### src/rtl/scanner_result_arbiter.sv
// Votes on per-line EAN-13 decodes and writes each confirmed code once per frame to the result FIFO.
// Optional build macro SCANNER_ARB_CHECKSUM_EN discards decodes that fail the EAN-13 checksum.
module scanner_result_arbiter #(
    parameter int unsigned CONFIRM_COUNT = 4,
    parameter int unsigned MAX_LINE_GAP  = 8,
    parameter int unsigned VPIX_W        = 10,
    parameter int unsigned CODE_W        = 52
) (
    input  logic                     iClk,
    input  logic                     iRst,
    input  logic                     iEnable,
    input  logic                     iFrameStart,
    input  logic                     iNewData,
    input  logic [CODE_W-1:0]        iDataCode,
    input  logic [VPIX_W-1:0]        iVpixel,
    input  logic                     iFifoFull,
    output logic                     oFifoWrEn,
    output logic [VPIX_W+CODE_W-1:0] oFifoData,
    output logic                     oBusy,
    output logic [15:0]              oConfirmCount,
    output logic [15:0]              oDropCount,
    output logic [15:0]              oBadCount
);

    localparam logic [3:0]        ConfirmLast = 4'(CONFIRM_COUNT);
    localparam logic [VPIX_W-1:0] MaxGap      = VPIX_W'(MAX_LINE_GAP);
    localparam int unsigned       NumDigits   = CODE_W / 4;

    typedef enum logic [1:0] {StIdle, StTrack, StEmit, StHold} arbState_t;

    arbState_t stateQ, stateD;

    logic              enableQ, frameStartQ, newDataQ, fifoFullQ;
    logic [CODE_W-1:0] codeInQ;
    logic [VPIX_W-1:0] vpixInQ;

    logic [CODE_W-1:0] codeQ, codeD;
    logic [VPIX_W-1:0] firstLineQ, firstLineD;
    logic [VPIX_W-1:0] lastLineQ, lastLineD;
    logic [3:0]        countQ, countD;
    logic [VPIX_W-1:0] lineGap;
    logic              restart, writeD, dropInc;
    logic              checksumOk;

`ifdef SCANNER_ARB_CHECKSUM_EN
    logic [8:0] digitSum;

    // Digit 0 is the leftmost digit and carries weight 1.
    always_comb begin
        digitSum = '0;
        for (int i = 0; i < NumDigits; i++) begin
            if (i % 2 == 0) begin
                digitSum = digitSum + 9'(iDataCode[4*i +: 4]);
            end else begin
                digitSum = digitSum + 9'(iDataCode[4*i +: 4]) * 9'd3;
            end
        end
        checksumOk = (digitSum % 9'd10) == 9'd0;
    end

    always_ff @(posedge iClk) begin
        if (iRst) begin
            oBadCount <= '0;
        end else if (iNewData && iEnable && !checksumOk && oBadCount != 16'hFFFF) begin
            oBadCount <= oBadCount + 16'd1;
        end
    end
`else
    assign checksumOk = 1'b1;
    assign oBadCount  = '0;
`endif

    // Input register stage; rejected decodes never reach the FSM.
    always_ff @(posedge iClk) begin
        if (iRst) begin
            enableQ     <= 1'b0;
            frameStartQ <= 1'b0;
            newDataQ    <= 1'b0;
            fifoFullQ   <= 1'b0;
            codeInQ     <= '0;
            vpixInQ     <= '0;
        end else begin
            enableQ     <= iEnable;
            frameStartQ <= iFrameStart;
            newDataQ    <= iNewData & iEnable & checksumOk;
            fifoFullQ   <= iFifoFull;
            codeInQ     <= iDataCode;
            vpixInQ     <= iVpixel;
        end
    end

    assign lineGap = vpixInQ - lastLineQ;

    always_comb begin
        stateD     = stateQ;
        codeD      = codeQ;
        firstLineD = firstLineQ;
        lastLineD  = lastLineQ;
        countD     = countQ;
        restart    = 1'b0;
        writeD     = 1'b0;
        dropInc    = 1'b0;

        if (!enableQ) begin
            stateD = StIdle;
        end else if (frameStartQ) begin
            dropInc = (stateQ == StEmit);
            stateD  = StIdle;
            restart = newDataQ;
        end else begin
            unique case (stateQ)
                StIdle: restart = newDataQ;
                StTrack: begin
                    if (newDataQ) begin
                        if (codeInQ == codeQ && lineGap <= MaxGap) begin
                            countD    = countQ + 4'd1;
                            lastLineD = vpixInQ;
                            if (countQ + 4'd1 == ConfirmLast) begin
                                stateD = StEmit;
                            end
                        end else begin
                            restart = 1'b1;
                        end
                    end
                end
                StEmit: begin
                    if (!fifoFullQ) begin
                        writeD = 1'b1;
                        stateD = StHold;
                    end
                end
                StHold: restart = newDataQ && (codeInQ != codeQ);
                default: stateD = StIdle;
            endcase
        end

        if (restart) begin
            stateD     = StTrack;
            codeD      = codeInQ;
            firstLineD = vpixInQ;
            lastLineD  = vpixInQ;
            countD     = 4'd1;
        end
    end

    always_ff @(posedge iClk) begin
        if (iRst) begin
            stateQ        <= StIdle;
            codeQ         <= '0;
            firstLineQ    <= '0;
            lastLineQ     <= '0;
            countQ        <= '0;
            oFifoWrEn     <= 1'b0;
            oFifoData     <= '0;
            oBusy         <= 1'b0;
            oConfirmCount <= '0;
            oDropCount    <= '0;
        end else begin
            stateQ     <= stateD;
            codeQ      <= codeD;
            firstLineQ <= firstLineD;
            lastLineQ  <= lastLineD;
            countQ     <= countD;
            oFifoWrEn  <= writeD;
            oBusy      <= (stateD != StIdle);
            if (writeD) begin
                oFifoData <= {firstLineQ, codeQ};
                if (oConfirmCount != 16'hFFFF) begin
                    oConfirmCount <= oConfirmCount + 16'd1;
                end
            end
            if (dropInc && oDropCount != 16'hFFFF) begin
                oDropCount <= oDropCount + 16'd1;
            end
        end
    end

endmodule

### config.mk
export PLATFORM = sky130hd
export DESIGN_NAME = scanner_result_arbiter
export DESIGN_NICKNAME = d
export VERILOG_FILES = /design/src/rtl/scanner_result_arbiter.sv
export SDC_FILE = /design/constraint.sdc
export NUM_CORES = 1
export LEC_CHECK = 0
export CORE_MARGIN = 1
export CORE_UTILIZATION = 37
export CTS_BUF_LIST = sky130_fd_sc_hd__clkbuf_16
export DETAILED_ROUTE_END_ITERATION = 10
export SLEW_MARGIN = 5
export SYNTH_ARGS = -nofsm -noshare
export SYNTH_HDL_FRONTEND = slang
export SYNTH_SLANG_ARGS = --single-unit
### constraint.sdc
create_clock -name iClk -period 8 [get_ports iClk]
set_input_delay 2.4 -clock iClk [delete_from_list [all_inputs] [get_ports iClk]]
set_output_delay 2.4 -clock iClk [all_outputs]
set_load 0.03 [all_outputs]
# Yosys cells after proc, flatten, opt, wreduce, memory -nomap -nowiden
# Cells that the tools add are included.
op_classes:
  addsub: 4
  order_cmp: 1
  eq_ne: 9
  n_mux: 31
  bitwise_logic: 2
  reduce_logical: 13
ops:
  columns: ["op", "count"]
  rows:
  - ["10-bit 2-to-1 mux", 6]
  - ["52-bit equality test", 1]
  - ["52-bit != test", 1]
  - ["16-bit by 1-bit adder with 16-bit output (second input constant)", 2]
  - ["16-bit != test (second input constant)", 2]
  - ["1-bit 2-to-1 mux", 16]
  - ["2-bit 2-to-1 mux", 7]
  - ["10-bit by 4-bit <= comparator with 1-bit output (second input constant)", 1]
  - ["5-bit AND reduction", 2]
  - ["2-bit nonzero test", 5]
  - ["10-bit subtractor", 1]
  - ["4-bit by 1-bit adder with 4-bit output (second input constant)", 1]
  - ["2-bit equality test (second input constant)", 2]
  - ["4-bit by 3-bit equality test with 1-bit output (second input constant)", 1]
  - ["2-bit case mux with 2 select lines", 1]
  - ["1-bit logical AND", 3]
  - ["1-bit case mux with 3 select lines", 1]
  - ["2-bit by 1-bit equality test with 1-bit output (second input constant)", 1]
  - ["2-bit logical NOT", 1]
  - ["2-bit by 1-bit != test with 1-bit output (second input constant)", 1]
  - ["2-bit AND reduction", 1]
  - ["2-bit OR reduction", 1]
  - ["1-bit AND", 1]
  - ["1-bit inverter", 1]
totals:
  regBits: 240
  input_bits: 68
  out_inout_bits: 112
  word_cells: 77

# Depth between registers and ports, before layout
# Gate-level depths: netlist of the first run.
depth:
  depth_word: 10
  ltp_mapped: 14

# Worst setup path after synthesis of the first run
# Ideal clock, no wire load.
synth_timing:
  path_type: "input -> register"
  startpoint: "input port iRst"
  endpoint: "register oBusy"
  arrival_ns: 3.318
  required_time_ns: 7.862
  path_slack_ns: 4.544
  path_stages: 4
  n_path_buf: 3
  path_cell_list: "clkbuf_1 > clkbuf_1 > clkbuf_1 > o221ai_1"
synth_lines:
  columns: ["element", "line", "text"]
  rows:
  - ["from (decl)", "10", "input logic iRst,"]
  - ["to (signal assigned)", "165", "oBusy <= (stateD != StIdle);"]
  - ["to (decl)", "19", "output logic oBusy,"]
# No word-level cell between the ends.

# Worst setup path after layout of the first run
layout_timing:
  startpoint: "register lastLineQ[6]"
  endpoint: "register lastLineQ[8]"
layout_between:
  elab_chain_cells: 10
layout_rtl:
  columns: ["element", "line", "text"]
  rows:
  - ["from (decl)", "39", "logic [VPIX_W-1:0] lastLineQ, lastLineD;"]
  - ["from (signal assigned)", "162", "lastLineQ <= lastLineD;"]
  - ["10-bit subtractor *", "92", "assign lineGap = vpixInQ - lastLineQ;"]
  - ["10-bit by 4-bit <= comparator with 1-bit output *", "115", "if (codeInQ == codeQ && lineGap <= MaxGap) begin"]
  - ["1-bit logical AND *", "115", null]
  - ["1-bit 2-to-1 mux", "115", null]
  - ["1-bit 2-to-1 mux", "114", "if (newDataQ) begin"]
  - ["1-bit case mux with 3 select lines", "111", "unique case (stateQ)"]
  - ["1-bit 2-to-1 mux", "106", "end else if (frameStartQ) begin"]
  - ["1-bit 2-to-1 mux", "104", "if (!enableQ) begin"]
  - ["2-bit by 1-bit != test with 1-bit output (no line) / 2-bit nonzero test (equally long branches)", null, null]
  - ["5-bit AND reduction (no line)", null, null]
# Every way passes the cells marked *; elsewhere a longest branch is shown, timed or not.
# A chain may end at the register's enable or synchronous reset.

==> results of run 1 <==
==> worst min-delay path by stage <==
stage	start	endpoint	slack, ns	depth (start not counted)
floorplan	firstLineQ[0]	oFifoData[52]	0.43	2
global placement	oFifoData[49]	oFifoData[49]	0.44	2
detailed placement	oFifoData[46]	oFifoData[46]	0.45	2
CTS	firstLineQ[1]	oFifoData[53]	0.45	2
global route	firstLineQ[1]	oFifoData[53]	0.47	2
finish	oFifoData[46]	oFifoData[46]	0.45	2
==> report_power, final <==
group / leakage (nW) / switching, mW / internal [mW] / total (mW)
clock network: 0.421 / 0.472 / 0.638 / 1.11
logic: 2.36 / 0.0708 / 0.0696 / 0.140
registers: 1.95 / 0.0150 / 1.22 / 1.23
==> cells by family (layout without fill, tap and decap cells) <==
logic type | after synthesis | count (layout)
and+or+nand+nor | 402 | 402
DFF | 240 | 240
AOI/OAI and AO/OA | 119 | 119
buffers and inverters | 89 | 240
xor gates and xnor gates | 79 | 79
muxes | 76 | 76
adders and majority gates | 17 | 17
other | 1 | 17
==> placed cells by master, fill, tap and decap left out, types with 2 or more instances in the layout <==
cell type          n
dfxtp_1          240
clkdlybuf4s50_1  162
nand2_1          145
nor2_1           103
a21oi_1           79
mux2i_1           75
nor2b_1           67
xnor2_1           63
inv_1             31
clkbuf_16         27
nand2b_1          25
nand4_1           23
ha_1              17
xor2_1            16
conb_1            16
o21ai_0           15
or3_1             10
nand3_1            9
clkinv_1           9
and4_1             5
buf_4              5
nor3_1             4
a31oi_1            3
a211oi_1           3
and2_1             2
nand3_2            2
a21o_1             2
o22ai_1            2
nor4_1             2
clkinv_2           2
==> layer usage <==
layer	GRT usage (%)	vias to the layer above
li1	-	3627
met1	22.18	3261
met2	27.04	155
met3	4.049	40
met4	4.331	4
met5	0	-
==> worst min-delay path, stage by stage, from the launching register on <==
cell and delay [ns]:
dfxtp_1 0.30, nand2_1 0.05, a21oi_1 0.05
==> layout make-up <==
type	instances	area share, %
clock buffer	27	5.584
tap	330	3.412
timing repair buffer	168	13.80
antenna	1	0.02068
sequential	240	39.71
clock inverter	22	0.9616
inverter	23	0.7135
multi-input combinational	709	35.80
==> sequential cells by signal (all words and copies together) (netlist names) <==
register       flops
firstLineQ        10
codeQ             52
codeInQ           52
oDropCount        16
stateQ             2
oBusy              1
enableQ            1
countQ             4
oConfirmCount     16
lastLineQ         10
oFifoData         62
fifoFullQ          1
vpixInQ           10
newDataQ           1
oFifoWrEn          1
frameStartQ        1
==> through the flow <==
stage	total power [mW]	setup WS [ns]	util, %
floorplan	1.349	4.544	-
global placement	1.399	3.799	44.90
detailed placement	1.399	3.695	44.90
CTS	2.519	3.675	48.04
global route	2.582	3.381	48.04
finish	2.482	3.758	48.05
==> run_results.csv, run 1 <==
group,metric,value,unit
status,outcome,"completed",
critical_path,end_kind,"flop",
timing,tightest_slew,1.001,ns
global_routing,antenna_found_initial,5,
critical_path,arrival,4.70,ns
global_routing,grt_pass1_wl,35270,um
cts,post_cts_resized,0,
cts,cts_tree,"built",
timing,fin_crit_sh,53.02,%
min_path,hold_class,"flop to flop",
synthesis,post-synth-top-area-fraction,50.47,%
layout,multi_input_area,4332,um^2
placement,placed_cells,1470,
synthesis,synthTopCellsByArea,"dfxtp_1 50%, mux2i_1 7.9%, xnor2_1 5.8%",
cts,clock_latency,0.53,ns
critical_path,cp_top_family,"compound AO/OA/AOI/OAI gates",
cts,post_cts_buffers,0,
synthesis,ys_ff_latch,240,
timing,tns,0,ns
cts,ctsHoldBuffers,0,
layout,final_area,12100,um^2
die,die_area,26370,um^2
critical_path,cp.depth,12,
pwr,leakagePower,4.734,nW
detailed_routing,drtIter0Drc,280,
detailed_routing,vias,7087,
timing,slew-limit-headroom,33.30,%
critical_path,r2r-start,"lastLineQ[6]",
critical_path,r2r_end,"lastLineQ[8]",
synthesis,yosys.area.top_type,"dfxtp_1",
critical_path,r2r_cells,12,
placement,dpl.hpwl,14760,um
cts,clk_pin_slew_worst_paths,0.06,ns
critical_path,r2r_slack,3.76,ns
die,io_pins,180,
layout,fin_nets,1254,
layout,areaGrowthSynthToFinish,27.12,%
timing,final_hold_viol_count,0,
cts,cts_sinks,240,
global_routing,grt_max_degree,102,
layout,nFillCells,2436,
layout,fin_cells,1520,
detailed_routing,ant_nets,0,
synthesis,synth_commonest_cells,"240 x dfxtp_1, 145 x nand2_1, 103 x nor2_1",
critical_path,worstSetupPathType,"flop to flop",
critical_path,worst-path-buf-inv,2,
synthesis,synth_xor_area_share,7.269,%
synthesis,synth.most_common_cell,"dfxtp_1",
synthesis,syn_area,9519,um^2
detailed_routing,top_layer,"met5",
pwr,power_density,205.1,nW/um^2
critical_path,cp.required,8.46,ns
die,die_h,162.4,um
die,initial_utilization,37.80,%
critical_path,cp_max_fo,56,
timing,rsz0062_at_grt,"no",
detailed_routing,wl_met1,10390,um
placement,place_congestion,0.8127,
job,cap_viol_max_count,0,
synthesis,synth_edf_count,0,
timing,period_needed,4.242,ns
detailed_routing,wl,22280,um
synthesis,netlist_instances,1023,
synthesis,synth_fa_ha_area_share,2.234,%
critical_path,cp-startpoint,"lastLineQ[6]",
cts,cts_buffer_depth,3,
global_routing,grt_overflow,0,
detailed_routing,first_pass_iters,4,
timing,hold_ws,0.4510,ns
layout,final_layout_size_suffix_gt1_share,3.953,%
die,placementRows,58,
critical_path,slowest_stage,"buf_4",
synthesis,synth-simple-area-share,19.98,%
synthesis,yosysWarnings,0,
cts,cts_root_buf,"clkbuf_16",
critical_path,crit_chain,"inv_1, ha_1, a21o_1, a31oi_1, o21ai_1, or3_1, a211oi_1, a41o_1, a31o_4, buf_4, and2_1, mux2i_1",
placement,place_area,11310,um^2
global_routing,grt_pass1_vias,6704,
synthesis,synth_mux_area_share,8.005,%
timing,final_max_slew_viol_count,0,
global_routing,track_usage,16.71,%
detailed_routing,dr_wl_met2,10040,um
die,die_w,162.4,um
placement,io_buffers,163,
die,core_area,25180,um^2
critical_path,cpPeakStageDelay,0.81,ns
detailed_routing,via_per_inst,4.663,
detailed_routing,route.detailed.drc,0,
synthesis,async_flop_share,0,%
timing,skew,0.01070,ns
synthesis,synth_compound_area_share,7.229,%
synthesis,yosysSeqAreaShare,50.47,%
detailed_routing,routed-wl-met3,1310,um
synthesis,ys.flop_type,"dfxtp_1",
critical_path,start_kind,"flop",
synthesis,synth_cell_type_count,49,
synthesis,avgSynthCellArea,9.305,um^2
layout,regArea,4805,um^2
pwr,irDropWorstVdd,127.8,uV
cts,numCtsBuffers,27,
cts,htree_levels,1,
timing,finalSetupViolCount,0,
critical_path,endpoint,"lastLineQ[8]",
detailed_routing,post_drt_wl_per_cell,14.66,um
timing,max_freq,235.7,MHz
synthesis,synth_top_family_by_area,"simple AND/OR/NAND/NOR gates",
No activity file was read; power rests on OpenSTA's default activity.
==> run 2, diff against run 1 <==
==> constraint.sdc (replaced) <==
create_clock -name iClk -period 3.45 [get_ports iClk]
set_input_delay 1.035 -clock iClk [delete_from_list [all_inputs] [get_ports iClk]]
set_output_delay 1.035 -clock iClk [all_outputs]
set_load 0.03 [all_outputs]
==> run_results.csv, run 2 (synthesis gave the netlist of run 1 again) <==
group,metric,value,unit
pwr,irDropWorstVdd,307.7,uV
timing,period_needed,3.094,ns
critical_path,slowest_stage,"or3_1",
pwr,leakagePower,4.751,nW
critical_path,cp.required,3.84,ns
global_routing,grt_pass1_vias,6705,
pwr,combPwrFrac,5.9,%
timing,final_max_slew_viol_count,0,
critical_path,crit_chain,"inv_1, ha_1, a21o_1, a31oi_1, o21ai_1, or3_1, a211oi_1, a41o_1, a31o_4, buf_12, mux2i_1, nor2_1",
detailed_routing,first_pass_iters,4,
pwr,power_density,465.5,nW/um^2
die,die_w,162.4,um
status,outcome,"completed",
cts,cts_tree,"built",
layout,num_antenna_cells,0,
cts,post_cts_buffers,0,
layout,largest_reg_flops,62,
global_routing,use_met2,27.84,%
critical_path,cp-startpoint,"lastLineQ[6]",
global_routing,grt_overflow,0,
min_path,hold_class,"flop to flop",
layout,areaGrowthSynthToFinish,27.50,%
die,die_h,162.4,um
detailed_routing,ant_nets,0,
layout,final_layout_size_suffix_gt1_share,4.534,%
detailed_routing,route.detailed.drc,0,
detailed_routing,drtIter0Drc,305,
pwr,clkPwrFrac,43.6,%
detailed_routing,wl,22310,um
die,core_area,25180,um^2
layout,fin_nets,1259,
detailed_routing,post_drt_wl_per_cell,14.67,um
cts,post_cts_resized,0,
cts,ctsHoldBuffers,0,
layout,top_register,"oFifoData",
critical_path,arrival,3.48,ns
global_routing,grtUsageMet1,22.51,%
pwr,p_int,4.346,mW
global_routing,track_usage,16.87,%
cts,htree_levels,1,
die,die_area,26370,um^2
cts,cts_root_buf,"clkbuf_16",
timing,fin_crit_sh,89.69,%
placement,place_congestion,0.7797,
layout,final_cell_mix,"240 x dfxtp_1, 162 x clkdlybuf4s50_1, 145 x nand2_1, 103 x nor2_1, 79 x a21oi_1",
timing,skew,0.01604,ns
timing,finalSetupViolCount,0,
global_routing,grtUsageMet3,3.285,%
detailed_routing,vias,7099,
cts,numCtsBuffers,26,
global_routing,grt_max_degree,80,
cts,clk_pin_slew_worst_paths,0.05,ns
critical_path,cp_max_fo,28,
critical_path,start_kind,"flop",
die,initial_utilization,37.80,%
global_routing,antenna_found_initial,1,
pwr,seq_power_share,50.5,%
job,cap_viol_max_count,0,
cts,cts_sinks,240,
timing,tns,0,ns
timing,final_hold_viol_count,0,
timing,max_freq,323.2,MHz
pwr,p_sw,1.304,mW
critical_path,end_kind,"flop",
cts,cts_buffer_depth,3,
timing,tightest_slew,0.7914,ns
cts,clock_latency,0.54,ns
placement,io_buffers,163,
min_path,hp-start,"oFifoData[44]",
placement,dpl.hpwl,15340,um
layout,utilization,48.20,%
layout,final_common_cell,"dfxtp_1",
die,placementRows,58,
critical_path,worstSetupPathType,"flop to flop",
timing,slew-limit-headroom,47.24,%
critical_path,r2r-start,"lastLineQ[6]",
pwr,p_sw_share,23.08,%
critical_path,cpPeakStageDelay,0.37,ns
layout,nFillCells,2411,
die,io_pins,180,
detailed_routing,via_per_inst,4.667,
global_routing,grt.busiest_layer,"met2",
critical_path,worst-path-buf-inv,2,
critical_path,cp_top_family,"compound AO/OA/AOI/OAI gates",
layout,reg_top3,"oFifoData x62, codeInQ x52, codeQ x52",
global_routing,grt_pass1_wl,35150,um
timing,rsz0062_at_grt,"no",
==> run 2: cell count changes in the layout (fill, tap and decap cells not counted), sizes merged <==
| cell | before | now |
|---|---|---|
| bufinv | 1 | 0 |
| clkinv | 11 | 12 |
| inv | 33 | 30 |
| diode | 1 | 0 |
| buf | 6 | 12 |
| clkbuf | 27 | 26 |
==> run 2: area by class of cell <==
class | count | area, um^2 | area share (%)
sequential | 240 | 4805 | 39.59
multi-input combinational | 709 | 4333 | 35.70
timing repair buffer | 174 | 1753 | 14.44
clock buffer | 26 | 650.6 | 5.361
tap | 330 | 412.9 | 3.402
clock inverter | 19 | 96.34 | 0.7938
inverter | 23 | 86.33 | 0.7113
==> run 2: power by group through the flow <==
stage	Sequential, mW	Combinational, mW	Clock, mW
after floorplan	2.91	0.221	0
after global placement	2.91	0.336	0
after detailed placement	2.92	0.336	0
after CTS	2.85	0.338	2.54
after global routing	2.86	0.365	2.65
final	2.85	0.334	2.46
==> run 2: metrics by stage <==
stage / cells / power (mW) / cell area [um^2] / hold slack (ns) / setup WS, ns
after global routing: 1521 / 5.876 / 12140 / 0.4726 / 0.07439
after global placement: 1476 / 3.251 / 11390 / 0.4431 / 0.1937
after detailed placement: 1476 / 3.252 / 11390 / 0.4460 / 0.1427
final: 1521 / 5.650 / 12140 / 0.4509 / 0.3558
after CTS: 1521 / 5.728 / 12140 / 0.4542 / 0.07766
after floorplan: 1038 / 3.129 / 9575 / 0.4316 / 0.5867
==> run 2: tightest hold or removal path, cell delays in order, from the launching register on <==
cell and delay (ns):
dfxtp_1 0.30, nand2_1 0.05, a21oi_1 0.05
==> run 2: layer usage <==
layer,vias up,part of all wire [%]
met5,-,0.045
met4,2,1.9
met3,33,5.6
met2,154,45
met1,3275,47
li1,3635,-
==> run 2: final timing paths <==
kind	end	cells after the start	slack (ns)
hold / removal	oFifoData[44]	2	0.45
setup / recovery	firstLineQ[3]	12	0.36
setup reg to reg	firstLineQ[3]	12	0.36
hold reg to reg	oFifoData[44]	2	0.45
==> run 3, diff against run 2 <==
--- a/config.mk
+++ b/config.mk
@@ -5,6 +5,7 @@
 export SDC_FILE = /design/constraint.sdc
 export NUM_CORES = 1
 export LEC_CHECK = 0
+export CAP_MARGIN = 10
 export CORE_MARGIN = 1
 export CORE_UTILIZATION = 37
 export CTS_BUF_LIST = sky130_fd_sc_hd__clkbuf_16
==> results of run 3 <==
No change in the layout: final DEF, timing and power equal those of run 2.
